===== src/rtl/pipeline_ctrl_pkg.sv =====
// pipeline_ctrl_pkg
//   Shared definitions for the pipeline hazard/stall controller:
//   FSM state encoding, MAX_WAIT default, the packed bundle of
//   pipeline-register control strobes and the RUN-mode rule function.
package pipeline_ctrl_pkg;

    localparam int MAX_WAIT_DEFAULT = 15;

    typedef enum logic [1:0] {
        RUN      = 2'd0,
        MEM_WAIT = 2'd1,
        ERROR    = 2'd2
    } state_t;

    // Bit order matches the output order used by the top level.
    typedef struct packed {
        logic pc_write;
        logic if_id_write;
        logic id_ex_write;
        logic ex_mem_write;
        logic if_id_flush;
        logic id_ex_flush;
        logic ex_mem_flush;
        logic mem_wb_flush;
    } ctrl_t;

    // Everything advances, nothing is squashed.
    localparam ctrl_t CTRL_RUN    = ctrl_t'(8'b1111_0000);
    // Whole front of the pipe frozen; the bubble goes into MEM/WB.
    localparam ctrl_t CTRL_FROZEN = ctrl_t'(8'b0000_0001);
    // Dead pipe: nothing moves and nothing is flushed.
    localparam ctrl_t CTRL_IDLE   = ctrl_t'(8'b0000_0000);
    // While reset is held every stage is squashed.
    localparam ctrl_t CTRL_RESET  = ctrl_t'(8'b0000_1111);

    // Normal-flow rules: a taken branch squashes the three younger stages
    // and wins over a load-use stall, since the stalled instruction is
    // on the wrong path anyway.
    function automatic ctrl_t run_rules(input logic load_use, input logic branch);
        ctrl_t c;
        c = CTRL_RUN;
        if (branch) begin
            c.if_id_flush  = 1'b1;
            c.id_ex_flush  = 1'b1;
            c.ex_mem_flush = 1'b1;
        end else if (load_use) begin
            c.pc_write    = 1'b0;
            c.if_id_write = 1'b0;
            c.id_ex_flush = 1'b1;
        end
        return c;
    endfunction

endpackage


===== src/rtl/pipeline_controller_hazard_detect.sv =====
// hazard_detect
//   Combinational load-use detector: a load in ID/EX whose destination
//   is read by the instruction in ID.
//   id_rs1, id_rs2 : source registers of the instruction in ID
//   ex_rd          : destination register of the instruction in ID/EX
//   ex_mem_read    : ID/EX holds a load
//   load_use       : stall required this cycle
module hazard_detect (
    input  logic [4:0] id_rs1,
    input  logic [4:0] id_rs2,
    input  logic [4:0] ex_rd,
    input  logic       ex_mem_read,
    output logic       load_use
);

    // x0 is hard-wired to zero, so a load targeting it never creates a hazard.
    assign load_use = ex_mem_read && (ex_rd != 5'd0) &&
                      ((ex_rd == id_rs1) || (ex_rd == id_rs2));

endmodule


===== src/rtl/pipeline_controller.sv =====
// pipeline_controller
//   Stall/flush controller for a 5-stage pipeline: load-use stalls,
//   taken-branch flushes, data-memory wait freezing with a timeout
//   into a sticky error state, and a saturating stall-cycle counter.
//   clk, reset (async, active-low)
//   id_rs1, id_rs2, ex_rd, ex_mem_read : load-use detection inputs
//   branch_taken                       : EX/MEM branch resolved taken
//   mem_req, mem_ready                 : data-memory handshake
//   pc_write .. mem_wb_flush           : pipeline register strobes
//   mem_error                          : sticky timeout flag
//   stall_cycles                       : cycles with pc_write low
//   state                              : current FSM state
module pipeline_controller
    import pipeline_ctrl_pkg::*;
#(
    parameter int MAX_WAIT = MAX_WAIT_DEFAULT
) (
    input  logic        clk,
    input  logic        reset,
    input  logic [4:0]  id_rs1,
    input  logic [4:0]  id_rs2,
    input  logic [4:0]  ex_rd,
    input  logic        ex_mem_read,
    input  logic        branch_taken,
    input  logic        mem_req,
    input  logic        mem_ready,
    output logic        pc_write,
    output logic        if_id_write,
    output logic        if_id_flush,
    output logic        id_ex_write,
    output logic        id_ex_flush,
    output logic        ex_mem_write,
    output logic        ex_mem_flush,
    output logic        mem_wb_flush,
    output logic        mem_error,
    output logic [15:0] stall_cycles,
    output logic [1:0]  state
);

    state_t     state_q, state_d;
    logic [7:0] wait_cnt, wait_d;
    logic       load_use;
    ctrl_t      ctrl;

    hazard_detect u_hazard_detect (
        .id_rs1      (id_rs1),
        .id_rs2      (id_rs2),
        .ex_rd       (ex_rd),
        .ex_mem_read (ex_mem_read),
        .load_use    (load_use)
    );

    always_comb begin
        // NOTE: every output of this block is defaulted first so that no
        // path leaves it unassigned, which would otherwise infer a latch.
        state_d = state_q;
        wait_d  = wait_cnt;
        ctrl    = CTRL_IDLE;

        case (state_q)
            RUN: begin
                // A stalled memory access outranks everything: the branch
                // sitting in EX/MEM is frozen and re-evaluated on release.
                if (mem_req && !mem_ready) begin
                    ctrl    = CTRL_FROZEN;
                    state_d = MEM_WAIT;
                    wait_d  = 8'd1;
                end else begin
                    ctrl = run_rules(load_use, branch_taken);
                end
            end
            MEM_WAIT: begin
                if (mem_ready) begin
                    ctrl    = run_rules(load_use, branch_taken);
                    state_d = RUN;
                    wait_d  = 8'd0;
                end else begin
                    ctrl = CTRL_FROZEN;
                    if (wait_cnt == 8'(MAX_WAIT)) begin
                        state_d = ERROR;
                    end else begin
                        wait_d = wait_cnt + 8'd1;
                    end
                end
            end
            ERROR: begin
                ctrl    = CTRL_IDLE;
                state_d = ERROR;
            end
            default: begin
                ctrl    = CTRL_IDLE;
                state_d = RUN;
                wait_d  = 8'd0;
            end
        endcase

        // Reset squashes every stage regardless of the current state.
        if (!reset) begin
            ctrl = CTRL_RESET;
        end
    end

    // NOTE: sequential state uses non-blocking assignments so every
    // register samples its pre-edge inputs, independent of block order.
    always_ff @(posedge clk or negedge reset) begin
        if (!reset) begin
            state_q  <= RUN;
            wait_cnt <= 8'd0;
        end else begin
            state_q  <= state_d;
            wait_cnt <= wait_d;
        end
    end

    always_ff @(posedge clk or negedge reset) begin
        if (!reset) begin
            stall_cycles <= 16'd0;
            mem_error    <= 1'b0;
        end else begin
            if (!ctrl.pc_write && (stall_cycles != 16'hFFFF)) begin
                stall_cycles <= stall_cycles + 16'd1;
            end
            if (state_d == ERROR) begin
                mem_error <= 1'b1;
            end
        end
    end

    assign {pc_write, if_id_write, id_ex_write, ex_mem_write,
            if_id_flush, id_ex_flush, ex_mem_flush, mem_wb_flush} = ctrl;
    assign state = state_q;

endmodule


===== config.mk =====
export PLATFORM = sky130hd
export DESIGN_NAME = pipeline_controller
export DESIGN_NICKNAME = d
export VERILOG_FILES = /design/src/rtl/pipeline_ctrl_pkg.sv /design/src/rtl/pipeline_controller_hazard_detect.sv /design/src/rtl/pipeline_controller.sv
export SDC_FILE = /design/constraint.sdc
export NUM_CORES = 1
export LEC_CHECK = 0
export ABC_AREA = 1
export CAP_MARGIN = 20
export CORE_MARGIN = 3
export CORE_UTILIZATION = 45
export CTS_BUF_LIST = sky130_fd_sc_hd__clkbuf_8
export DETAILED_ROUTE_END_ITERATION = 7
export HOLD_SLACK_MARGIN = 0.06
export MAX_ROUTING_LAYER = met4
export PLACE_DENSITY_LB_ADDON = 0.3
export SLEW_MARGIN = 20
export SYNTH_ARGS = -nofsm -noshare
export SYNTH_HDL_FRONTEND = slang
export SYNTH_SLANG_ARGS = --single-unit

===== constraint.sdc =====
create_clock -name clk -period 1.65 [get_ports clk]
set_clock_uncertainty 0.05 [all_clocks]
set_input_delay 0.33 -clock clk [delete_from_list [all_inputs] [get_ports clk]]
set_output_delay 0.33 -clock clk [all_outputs]
set_load 0.02 [all_outputs]

Word level (Yosys, flattened, before mapping) --
Cells that the tools add are included.
Operators by class: add/sub/neg operators 2, equality and inequality tests 9, muxes and demuxes 17, bitwise logic cells 1, reduce and logical (&&, ||, !) cells 10
Operators with widths (count):
- $mux W8 | 6
- $pmux W8 S3 | 1
- $add A16 B1 Y16 const B | 1
- $ne A16 B16 Y1 const B | 1
- $pmux W8 S2 | 1
- $eq A5 B5 Y1 | 2
- $mux W2 | 5
- $add A8 B1 Y8 const B | 1
- $eq A8 B4 Y1 const B | 1
- $pmux W2 S3 | 1
- $reduce_bool A5 Y1 | 1
- $eq A2 B2 Y1 const B | 2
- $logic_and A1 B1 Y1 | 4
- $mux W1 | 3
- $ne A3 B3 Y1 const B | 1
- $reduce_and A3 Y1 | 1
- $eq A2 B1 Y1 const B | 1
- $logic_not A1 Y1 | 2
- $logic_not A2 Y1 | 1
- $ne A2 B2 Y1 const B | 1
- $logic_or A1 B1 Y1 | 1
- $not A1 Y1 | 1
Word-level totals: register bits after elaboration 27, input port bits 21, output and inout bits 27, word-level logic and storage cells 43

Longest topological paths before layout --
Gate-level depths: netlist (run 1).
depth after elaboration 10, depth in mapped cells 12, mapped depth without buffers 11

By module --
Synthesis (run 1) repeated with hierarchy kept, for this count alone.
Second synthesis, totals: cell total of the unflattened synthesis 291, area, all modules 1968.1 µm²
Modules (own cells, without submodules):
- pipeline_controller | times used 1, cells each 246, area an instance 1773.0 µm², sequential area each 675.6 µm²
- hazard_detect | times used 1, cells each 45, area an instance 195.2 µm², sequential area each 0.0 µm²

Least setup slack after synthesis (run 1) --
Ideal clock, no wire load.
path type reg2out, from reg state_q[0] (netlist: state[0]), to out pc_write, data arrival time 1674 ps, required time 1270 ps, setup slack -404 ps, stages on the path, launching flop included 10, buffers on the path 2, path through dfrtp_1 -> inv_2 -> a21oi_1 -> nor2_1 -> inv_2 -> nor2_2 -> nand2_4 -> buf_4 -> inv_2 -> buf_4
On the way: longest elaborated chain between the ends 3, elaborated cells on any way between the ends 4, classes of those cells 1 x eq/ne; 2 x mux; 1 x reduce/logical
Ends and longest elaborated chain:
- from (decl) | line pipeline_controller.sv:40 | state_t state_q, state_d;
- from (signal assigned) | line pipeline_controller.sv:110 | state_q <= state_d;
- $eq A2 B1 Y1 / $logic_not A2 Y1 (equally long branches) | line pipeline_controller.sv:60 | case (state_q)
- $pmux W8 S2 * | line pipeline_controller.sv:60
- $mux W8 * | line pipeline_controller.sv:98 | if (!reset) begin
- to (decl) | line pipeline_controller.sv:27 | output logic pc_write,
Every way passes the cells marked *; elsewhere a longest branch is shown, timed or not.

Worst setup path in the final report (run 1) --
from reg state_q[0] (netlist: state[0]), to out if_id_flush
On the way: longest elaborated chain between the ends 3, elaborated cells on any way between the ends 4, classes of those cells 1 x eq/ne; 2 x mux; 1 x reduce/logical
Ends and longest elaborated chain:
- $eq A2 B1 Y1 / $logic_not A2 Y1 (equally long branches) | line pipeline_controller.sv:60
- $pmux W8 S2 * | line pipeline_controller.sv:60
- $mux W8 * | line pipeline_controller.sv:98
- to (decl) | line pipeline_controller.sv:29 | output logic if_id_flush,
Marked as above.

==> flow_summary.json, run 1 <==
{
  "cts-htree-levels": 1,
  "grt_pass1_vias": 1894,
  "drive_gt1_frac": 0.304,
  "grt_antenna_before_repair": 0,
  "grtUsageTotal": 0.215,
  "start_util": 0.486,
  "wl_per_cell_um": 14.7,
  "clockBufferDepth": 2,
  "end_kind": "primary output",
  "area_growth_pct": 53.1,
  "p_total_mw": 2.88,
  "synth-seq-cells": 27,
  "worstSkewPairLatency_ps": 290,
  "fmax_mhz": 555,
  "tns_ps": -1110,
  "route.detailed.drc": 0,
  "die_w_um": 70.3,
  "globalplace.congestion": 0.872,
  "yosysTopAreaCell": "dfrtp_1",
  "violations": "negative setup slack",
  "clk_pin_slew_ps": 110,
  "fin_crit_ps": 1800,
  "core.rowCount": 22,
  "drt_wl_total_um": 5860,
  "synth_cells": 271,
  "ir_drop_mv": 0.947,
  "worstPathRequired_ps": 1270,
  "die_area_mm2": 0.00494,
  "yosysTopAreaCellShare": 0.363,
  "min_path_type": "in -> async",
  "synth-main-ff-cell": "dfrtp_1",
  "leakagePower_nw": 1.57,
  "fin_ws_ps": -153,
  "synth_cell_types": 29,
  "core_mm2": 0.00383,
  "hold_violations": 0,
  "p_per_area_mw_per_mm2": 1010,
  "arrival_ps": 1420,
  "grt_pass1_wl_um": 8550,
  "syn_area_mm2": 0.00186,
  "place_ws_ps": -834,
  "hold_ws_ps": 235,
  "vias_per_cell": 5.18,
  "die_height_um": 70.3,
  "ioPinCount": 48,
  "num_vias": 2070,
  "avgSynthCellArea_um2": 6.87,
  "synth-edff-count": 0,
  "relSlewSlack": 0.664,
  "grt.overflow.total": 0,
  "grt_max_degree": 19,
  "cts_made_buffers": 3,
  "critPathLaunchType": "flip-flop",
  "num-nets-final": 376,
  "drt.antenna.violating_nets": 0,
  "status": "finished, violations left",
  "worst-slew-pin-transition_ps": 504,
  "ys_top_cells_by_area": "dfrtp_1 (36%), nand2_1 (19%), nand3_1 (7.5%), nor2_1 (5.6%), inv_1 (5.4%)",
  "worstSetupPathType": "reg -> out",
  "detail_route.first_pass.iterations": 4,
  "rsz0062_at_grt": "true",
  "portBuffers": 47,
  "setup_viol": 10,
  "yosys_warnings": 0,
  "ys_seq_area_frac": 0.363,
  "crit_path_max_fanout": 2,
  "drt_iter0_markers": 195,
  "cap_viol_max_count": 0,
  "slew_viol_final": 0,
  "cts_tree": "done",
  "ys_async_sr_fraction": 1.00,
  "synth.net_count": 294,
  "n_antenna_cell": 0,
  "hpwl_um": 3620,
  "cts_sinks": 27,
  "root_buffer": "clkbuf_8",
  "fin_crit_sh": 1.09
}
[registers in the layout, summed over array words and instances, names as in the netlist]
| name | flops |
|---|---|
| wait_cnt | 8 |
| state | 2 |
| mem_error | 1 |
| stall_cycles | 16 |
[through the flow]
step | instances | util | area [um2]
4_1_cts | 387 | 0.672 | 2570
3_5_place_dp | 382 | 0.663 | 2530
3_3_place_gp | 382 | 0.663 | 2530
6_report | 400 | 0.744 | 2850
5_1_grt | 400 | 0.744 | 2850
2_1_floorplan | 271 | - | 1890
[logic make-up after synthesis]
kind of cell	share of synthesized area
and+or+nand+nor	0.406
buffers and inverters	0.100
DFF	0.363
xor gates and xnor gates	0.0894
AOI/OAI and AO/OA	0.0282
adders and majority gates	0.0134
[worst paths after layout]
path / start / end / slack, ps / depth (start not counted)
hold reg to reg: mem_error / mem_error / 450 / 1
setup reg to reg: stall_cycles[5] / stall_cycles[9] / -30 / 7
min in group clk: mem_error / mem_error / 450 / 1
setup / recovery: state[0] / if_id_flush / -150 / 7
max in group asynchronous: reset / stall_cycles[4] / 960 / 3
hold / removal: reset / stall_cycles[0] / 240 / 2
[layer usage]
metal | share of wire | GRT usage | vias to the layer above
li1 | - | - | 1004
met1 | 0.42 | 0.306 | 953
met2 | 0.48 | 0.322 | 98
met3 | 0.078 | 0.0173 | 15
met4 | 0.027 | 0.0702 | 0
met5 | 0 | - | -
[layout by cell type, fill, tap and decap left out, types with 8 or more instances in the layout]
cell and n:
dfrtp_2 8, nand3_1 26, nand2_2 16, dlygate4sd2_1 32, nand2_1 77, xor2_1 10, inv_1 27, buf_4 32
dfrtp_1 19, xnor2_1 9, nor2_1 24
[cell type report]
type / count / area (um2)
clock buffer: 3 / 41.3
timing repair buffer: 81 / 724
sequential: 27 / 686
multi-input combinational: 204 / 1190
inverter: 36 / 141
clock inverter: 1 / 7.51
fill: 309 / 978
tap: 48 / 60.1
[critical path, cell delays in order (launching register included)]
cell,delay (ps)
dfrtp_2,420
inv_2,60
a21oi_2,50
nor2_2,140
inv_2,80
o21ai_2,130
buf_4,130
buf_4,130
[power by group]
group / internal (mW) / leakage (nW) / switching (mW)
Clock: 0.172 / 0.0217 / 0.238
Combinational: 0.677 / 1.20 / 0.850
Sequential: 0.788 / 0.348 / 0.152
[Yosys cell counts, types with 2 or more instances]
library cell / instances
nand3_1: 28
o21ai_0: 2
inv_1: 27
xnor2_1: 9
nor2_1: 28
nor2_2: 2
nand2_4: 3
buf_2: 2
xor2_1: 10
dfrtp_1: 27
nand2_1: 93
buf_4: 4
o21ai_1: 4
nor3_1: 4
nand2_2: 3
ha_1: 2
clkinv_1: 2
nand4_1: 4
inv_2: 7
[timing repair]
item                                    CTS  global route
gates resized for setup                  92            46
endpoints found under the setup margin   43            32
hold endpoints to repair                  0             0
gates cloned                              0             5
hold buffers                              0             0
buffers inserted                          1             9
pin swaps                                12            16
Note: power is estimated with default switching activity, not from simulation.
==> run 2, diff against run 1 <==
--- a/config.mk
+++ b/config.mk
@@ -11,4 +11,5 @@
 export CORE_UTILIZATION = 45
 export CTS_BUF_LIST = sky130_fd_sc_hd__clkbuf_8
+export CTS_CLUSTER_SIZE = 14
 export DETAILED_ROUTE_END_ITERATION = 7
 export HOLD_SLACK_MARGIN = 0.06
==> constraint.sdc (replaced) <==
create_clock -name clk -period 1.65 [get_ports clk]
set_clock_uncertainty 0.05 [all_clocks]
set_input_delay 0.495 -clock clk [delete_from_list [all_inputs] [get_ports clk]]
set_output_delay 0.495 -clock clk [all_outputs]
set_load 0.02 [all_outputs]
==> flow_summary.json, run 2 (synthesis gave the netlist of run 1 again) <==
{
  "arrival_ps": 1410,
  "cap_viol_max_count": 0,
  "die_w_um": 70.3,
  "hold_buffers": 0,
  "met1_usage": 0.258,
  "worst-slew-pin-transition_ps": 511,
  "grt.overflow.total": 0,
  "start_util": 0.486,
  "core.rowCount": 22,
  "drt.antenna.violating_nets": 0,
  "drive_gt1_frac": 0.403,
  "drt_iter0_markers": 213,
  "slew_viol_final": 0,
  "crit_path_max_fanout": 2,
  "violations": "negative setup slack",
  "rsz0062_at_grt": "true",
  "cts_tree": "done",
  "relSlewSlack": 0.659,
  "die_height_um": 70.3,
  "layout_common_cells": "nand2_1 (71), buf_4 (31), inv_1 (25)",
  "portBuffers": 47,
  "r2r_cells": 8,
  "fin_crit_sh": 1.19,
  "r2r_start": "stall_cycles[0]",
  "grt_pass1_vias": 1826,
  "hpwl_um": 3530,
  "worstSkewPairLatency_ps": 270,
  "largest_reg_flops": 16,
  "hold_violations": 0,
  "fmax_mhz": 511,
  "vias_per_cell": 5.17,
  "grt_max_degree": 19,
  "p_total_mw": 2.79,
  "area_growth_pct": 55.1,
  "worstPathRequired_ps": 1100,
  "top_usage_layer": "met2",
  "place_ws_ps": -1180,
  "die_area_mm2": 0.00494,
  "n_antenna_cell": 0,
  "ir_drop_mv": 0.556,
  "grt_antenna_before_repair": 0,
  "worstSetupPathType": "reg -> out",
  "status": "finished, violations left",
  "grtUsageMet3": 0.0245,
  "clockBufferDepth": 2,
  "cts_made_buffers": 3,
  "wl_per_cell_um": 13.9,
  "met2_usage": 0.307,
  "fin_crit_ps": 1960,
  "cts_sinks": 27,
  "drt_wl_total_um": 5570,
  "end_kind": "primary output",
  "top_register": "stall_cycles",
  "worstSetupStartpoint": "state[0]",
  "r2r_slack_ps": -90,
  "leakagePower_nw": 1.58,
  "grt_pass1_wl_um": 7780,
  "p_per_area_mw_per_mm2": 966,
  "reg2reg_to": "stall_cycles[1]",
  "final_common_cell": "nand2_1",
  "globalplace.congestion": 0.916,
  "detail_route.first_pass.iterations": 5,
  "critPathCapture": "if_id_flush",
  "num_vias": 2068,
  "grtUsageTotal": 0.193,
  "root_buffer": "clkbuf_8",
  "min_path_type": "in -> async",
  "setup_viol": 23,
  "num-nets-final": 376,
  "route.detailed.drc": 0,
  "cts-htree-levels": 1,
  "ioPinCount": 48,
  "fin_ws_ps": -306,
  "core_mm2": 0.00383,
  "clk_pin_slew_ps": 100,
  "critPathLaunchType": "flip-flop"
}
## run 2: cell types whose count changed in the layout (fill, tap and decap cells not counted), moves of 3 or more
cell | before | now
nand3_2 | 2 | 11
buf_6 | 7 | 18
nand2_1 | 77 | 71
nand2_2 | 16 | 20
nor2_1 | 24 | 21
dlygate4sd2_1 | 32 | 16
buf_2 | 0 | 9
nand3_1 | 26 | 17
nor2_2 | 3 | 7
## run 2: layout make-up
type                            count  area (um2)
Fill cell                         278         940
Inverter                           36         144
Clock inverter                      1        5.00
Multi-Input combinational cell    204        1270
Tap cell                           48        60.1
Sequential cell                    27         683
Clock buffer                        3        41.3
Timing Repair Buffer               81         681
## run 2: worst min-delay path by stage
stage	startpoint	end	slack, ps	cells after the start
floorplan	reset	mem_error	150	0
CTS	reset	stall_cycles[1]	330	2
global placement	mem_error	mem_error	400	1
detailed placement	mem_error	mem_error	410	1
finish	reset	stall_cycles[0]	320	2
global route	reset	stall_cycles[5]	350	2
## run 2: repair_timing
action | 4_1_cts | 5_1_grt
buffers inserted | 0 | 6
pin swaps | 29 | 23
resized for setup | 152 | 67
gates cloned | 0 | 3
setup endpoints to repair | 52 | 39
## run 2: worst max-delay path, stage by stage (launching register included)
cell     delay (ps)
dfrtp_2         420
inv_2            60
a21oi_2          60
nor2_2          120
inv_2            70
o21ai_2         160
buf_4           150
buf_6           110
## run 2: metal layers
metal  part of all wire  vias to the layer above
li1                   -                     1004
met3              0.080                       10
met5                  0                        -
met2               0.49                       85
met4              0.016                        0
met1               0.41                      969
## run 2: stage by stage
step	area (um2)	cells	hold WS (ps)	TNS, ps	util
after global placement	2570	387	404	-24200	0.673
after detailed placement	2570	387	405	-24890	0.673
final	2890	400	319	-3030	0.754
after global routing	2890	400	352	-4790	0.754
after floorplan	1900	271	149	-1640	-
after CTS	2590	391	326	-2100	0.676
## run 2: where the power goes
group          switching (mW)  internal, mW  total (mW)
Combinational           0.832         0.639        1.47
Clock                   0.212         0.169       0.381
Sequential              0.152         0.786       0.937
Total                    1.20          1.59        2.79
==> run 3, diff against run 2 <==
CELL_PAD_IN_SITES_DETAIL_PLACEMENT = 0   (was not set)
CELL_PAD_IN_SITES_GLOBAL_PLACEMENT = 1   (was not set)
CORE_UTILIZATION = 32   (was 45)
==> flow_summary.json, run 3 (synthesis gave the netlist of run 1 again) <==
{
  "status": "finished, violations left",
  "violations": "negative setup slack",
  "die_area_mm2": 0.00677,
  "drt_wl_total_um": 4990,
  "drt_iter0_markers": 83,
  "worst-slew-pin-transition_ps": 357,
  "crit_path_max_fanout": 2,
  "largest_reg_flops": 16,
  "met1_length_um": 2420,
  "portBuffers": 47,
  "fin_crit_sh": 1.21,
  "fmax_mhz": 503,
  "r2r_cells": 8,
  "setup_viol": 8,
  "globalplace.congestion": 0.849,
  "die_w_um": 82.3,
  "tns_ps": -2290,
  "core_mm2": 0.00557,
  "routed.top_layer": "met4",
  "grt_pass1_vias": 1810,
  "relSlewSlack": 0.761,
  "num_vias": 1950,
  "cap_viol_max_count": 0,
  "die_height_um": 82.3,
  "drive_gt1_frac": 0.384,
  "rsz0062_at_grt": "true",
  "fin_crit_ps": 1990,
  "slew_viol_final": 0,
  "clk_pin_slew_ps": 90,
  "vias_per_cell": 4.49,
  "final_common_cell": "nand2_1",
  "combPwrFrac": 0.541,
  "dpl_cell_area_mm2": 0.00267,
  "end_kind": "primary output",
  "clockBufferDepth": 2,
  "top_register": "stall_cycles",
  "worstPathRequired_ps": 1100,
  "cts_sinks": 27,
  "worstSetupPathType": "in -> out",
  "r2r_slack_ps": 70,
  "cellInternalPower_mw": 1.68,
  "critPathLaunchType": "input pin",
  "grt_max_degree": 28,
  "drt.antenna.violating_nets": 0,
  "reg2reg_to": "stall_cycles[11]",
  "start_util": 0.334,
  "n_antenna_cell": 0,
  "p_per_area_mw_per_mm2": 953,
  "grtUsageTotal": 0.153,
  "clock_power_share": 0.142,
  "ir_drop_mv": 0.550,
  "hold_buffers": 0,
  "min_to": "mem_error",
  "hold_violations": 0,
  "worstSetupStartpoint": "branch_taken",
  "root_buffer": "clkbuf_8",
  "wl_per_cell_um": 11.5,
  "grt_pass1_wl_um": 7890,
  "fin_ws_ps": -338,
  "worstSkewPairLatency_ps": 280,
  "hpwl_um": 3570,
  "detail_route.first_pass.iterations": 4,
  "switching_share": 0.412,
  "min_from": "mem_error",
  "min_path_type": "reg -> reg",
  "grt.overflow.total": 0,
  "num-nets-final": 386,
  "cts_made_buffers": 3,
  "hold_depth": 1,
  "core.rowCount": 27,
  "wl_met2_um": 2340,
  "cts-htree-levels": 1,
  "design_area_mm2": 0.00299,
  "area_growth_pct": 60.8,
  "netSwitchingPower_mw": 1.18,
  "leakagePower_nw": 1.63,
  "arrival_ps": 1440,
  "grt_antenna_before_repair": 0,
  "route.met3.wl_um": 182,
  "pwr-share-seq": 0.316,
  "ioPinCount": 48,
  "route.detailed.drc": 0,
  "fill_cells": 544,
  "layout_common_cells": "nand2_1 (89), buf_4 (39), dfrtp_1 (24)",
  "cts_tree": "done",
  "r2r_start": "stall_cycles[8]"
}
-- run 3: critical path, stage by stage --
cell and delay [ps]:
clkdlybuf4s50_1 490, inv_2 50, o21ai_2 150, buf_4 130
buf_4 130
-- run 3: area by class of cell --
cell class              count  area (um2)  share of cell area
multi-input cells         202        1200               0.401
repair buffers             93         830               0.277
flip-flops and latches     27         679               0.227
inverters                  36         144              0.0481
well taps                  72        90.1              0.0301
clock buffers               3        41.3              0.0138
clock inverters             1        7.51             0.00251
-- run 3: repair_timing --
| item | in CTS | in global routing |
|---|---|---|
| setup endpoints to repair | 51 | 35 |
| pin swaps | 28 | 45 |
| buffers inserted | 3 | 8 |
| resized for setup | 153 | 56 |
| cloned | 0 | 2 |
-- run 3: worst max path at each step --
| stage | to | cells after the start |
|---|---|---|
| after floorplan | pc_write | 9 |
| after global placement | pc_write | 11 |
| after detailed placement | pc_write | 11 |
| after CTS | id_ex_flush | 7 |
| after global routing | ex_mem_flush | 5 |
| final | ex_mem_flush | 5 |
-- run 3: stage by stage --
stage                     setup WS [ps]  power, mW  hold WS [ps]  utilization  cells
after floorplan                    -394       1.63           149            -    271
after global placement            -1200       2.21           396        0.479    418
after detailed placement          -1200       2.21           404        0.479    418
after CTS                          -320       2.63           427        0.486    425
after global routing               -388       3.07           452        0.537    434
final                              -338       2.85           418        0.537    434
-- run 3: power by group through the flow --
| stage | Combinational [mW] | Clock, mW | Sequential (mW) |
|---|---|---|---|
| after floorplan | 0.593 | 0 | 1.03 |
| after global placement | 1.32 | 0 | 0.897 |
| after detailed placement | 1.31 | 0 | 0.900 |
| after CTS | 1.32 | 0.425 | 0.889 |
| after global routing | 1.70 | 0.453 | 0.918 |
| final | 1.54 | 0.406 | 0.902 |
-- run 3: per-layer routing --
layer	vias up	global-route usage
li1	1017	-
met1	889	0.205
met2	40	0.243
met3	4	0.0163
met4	0	0.0498
met5	-	-
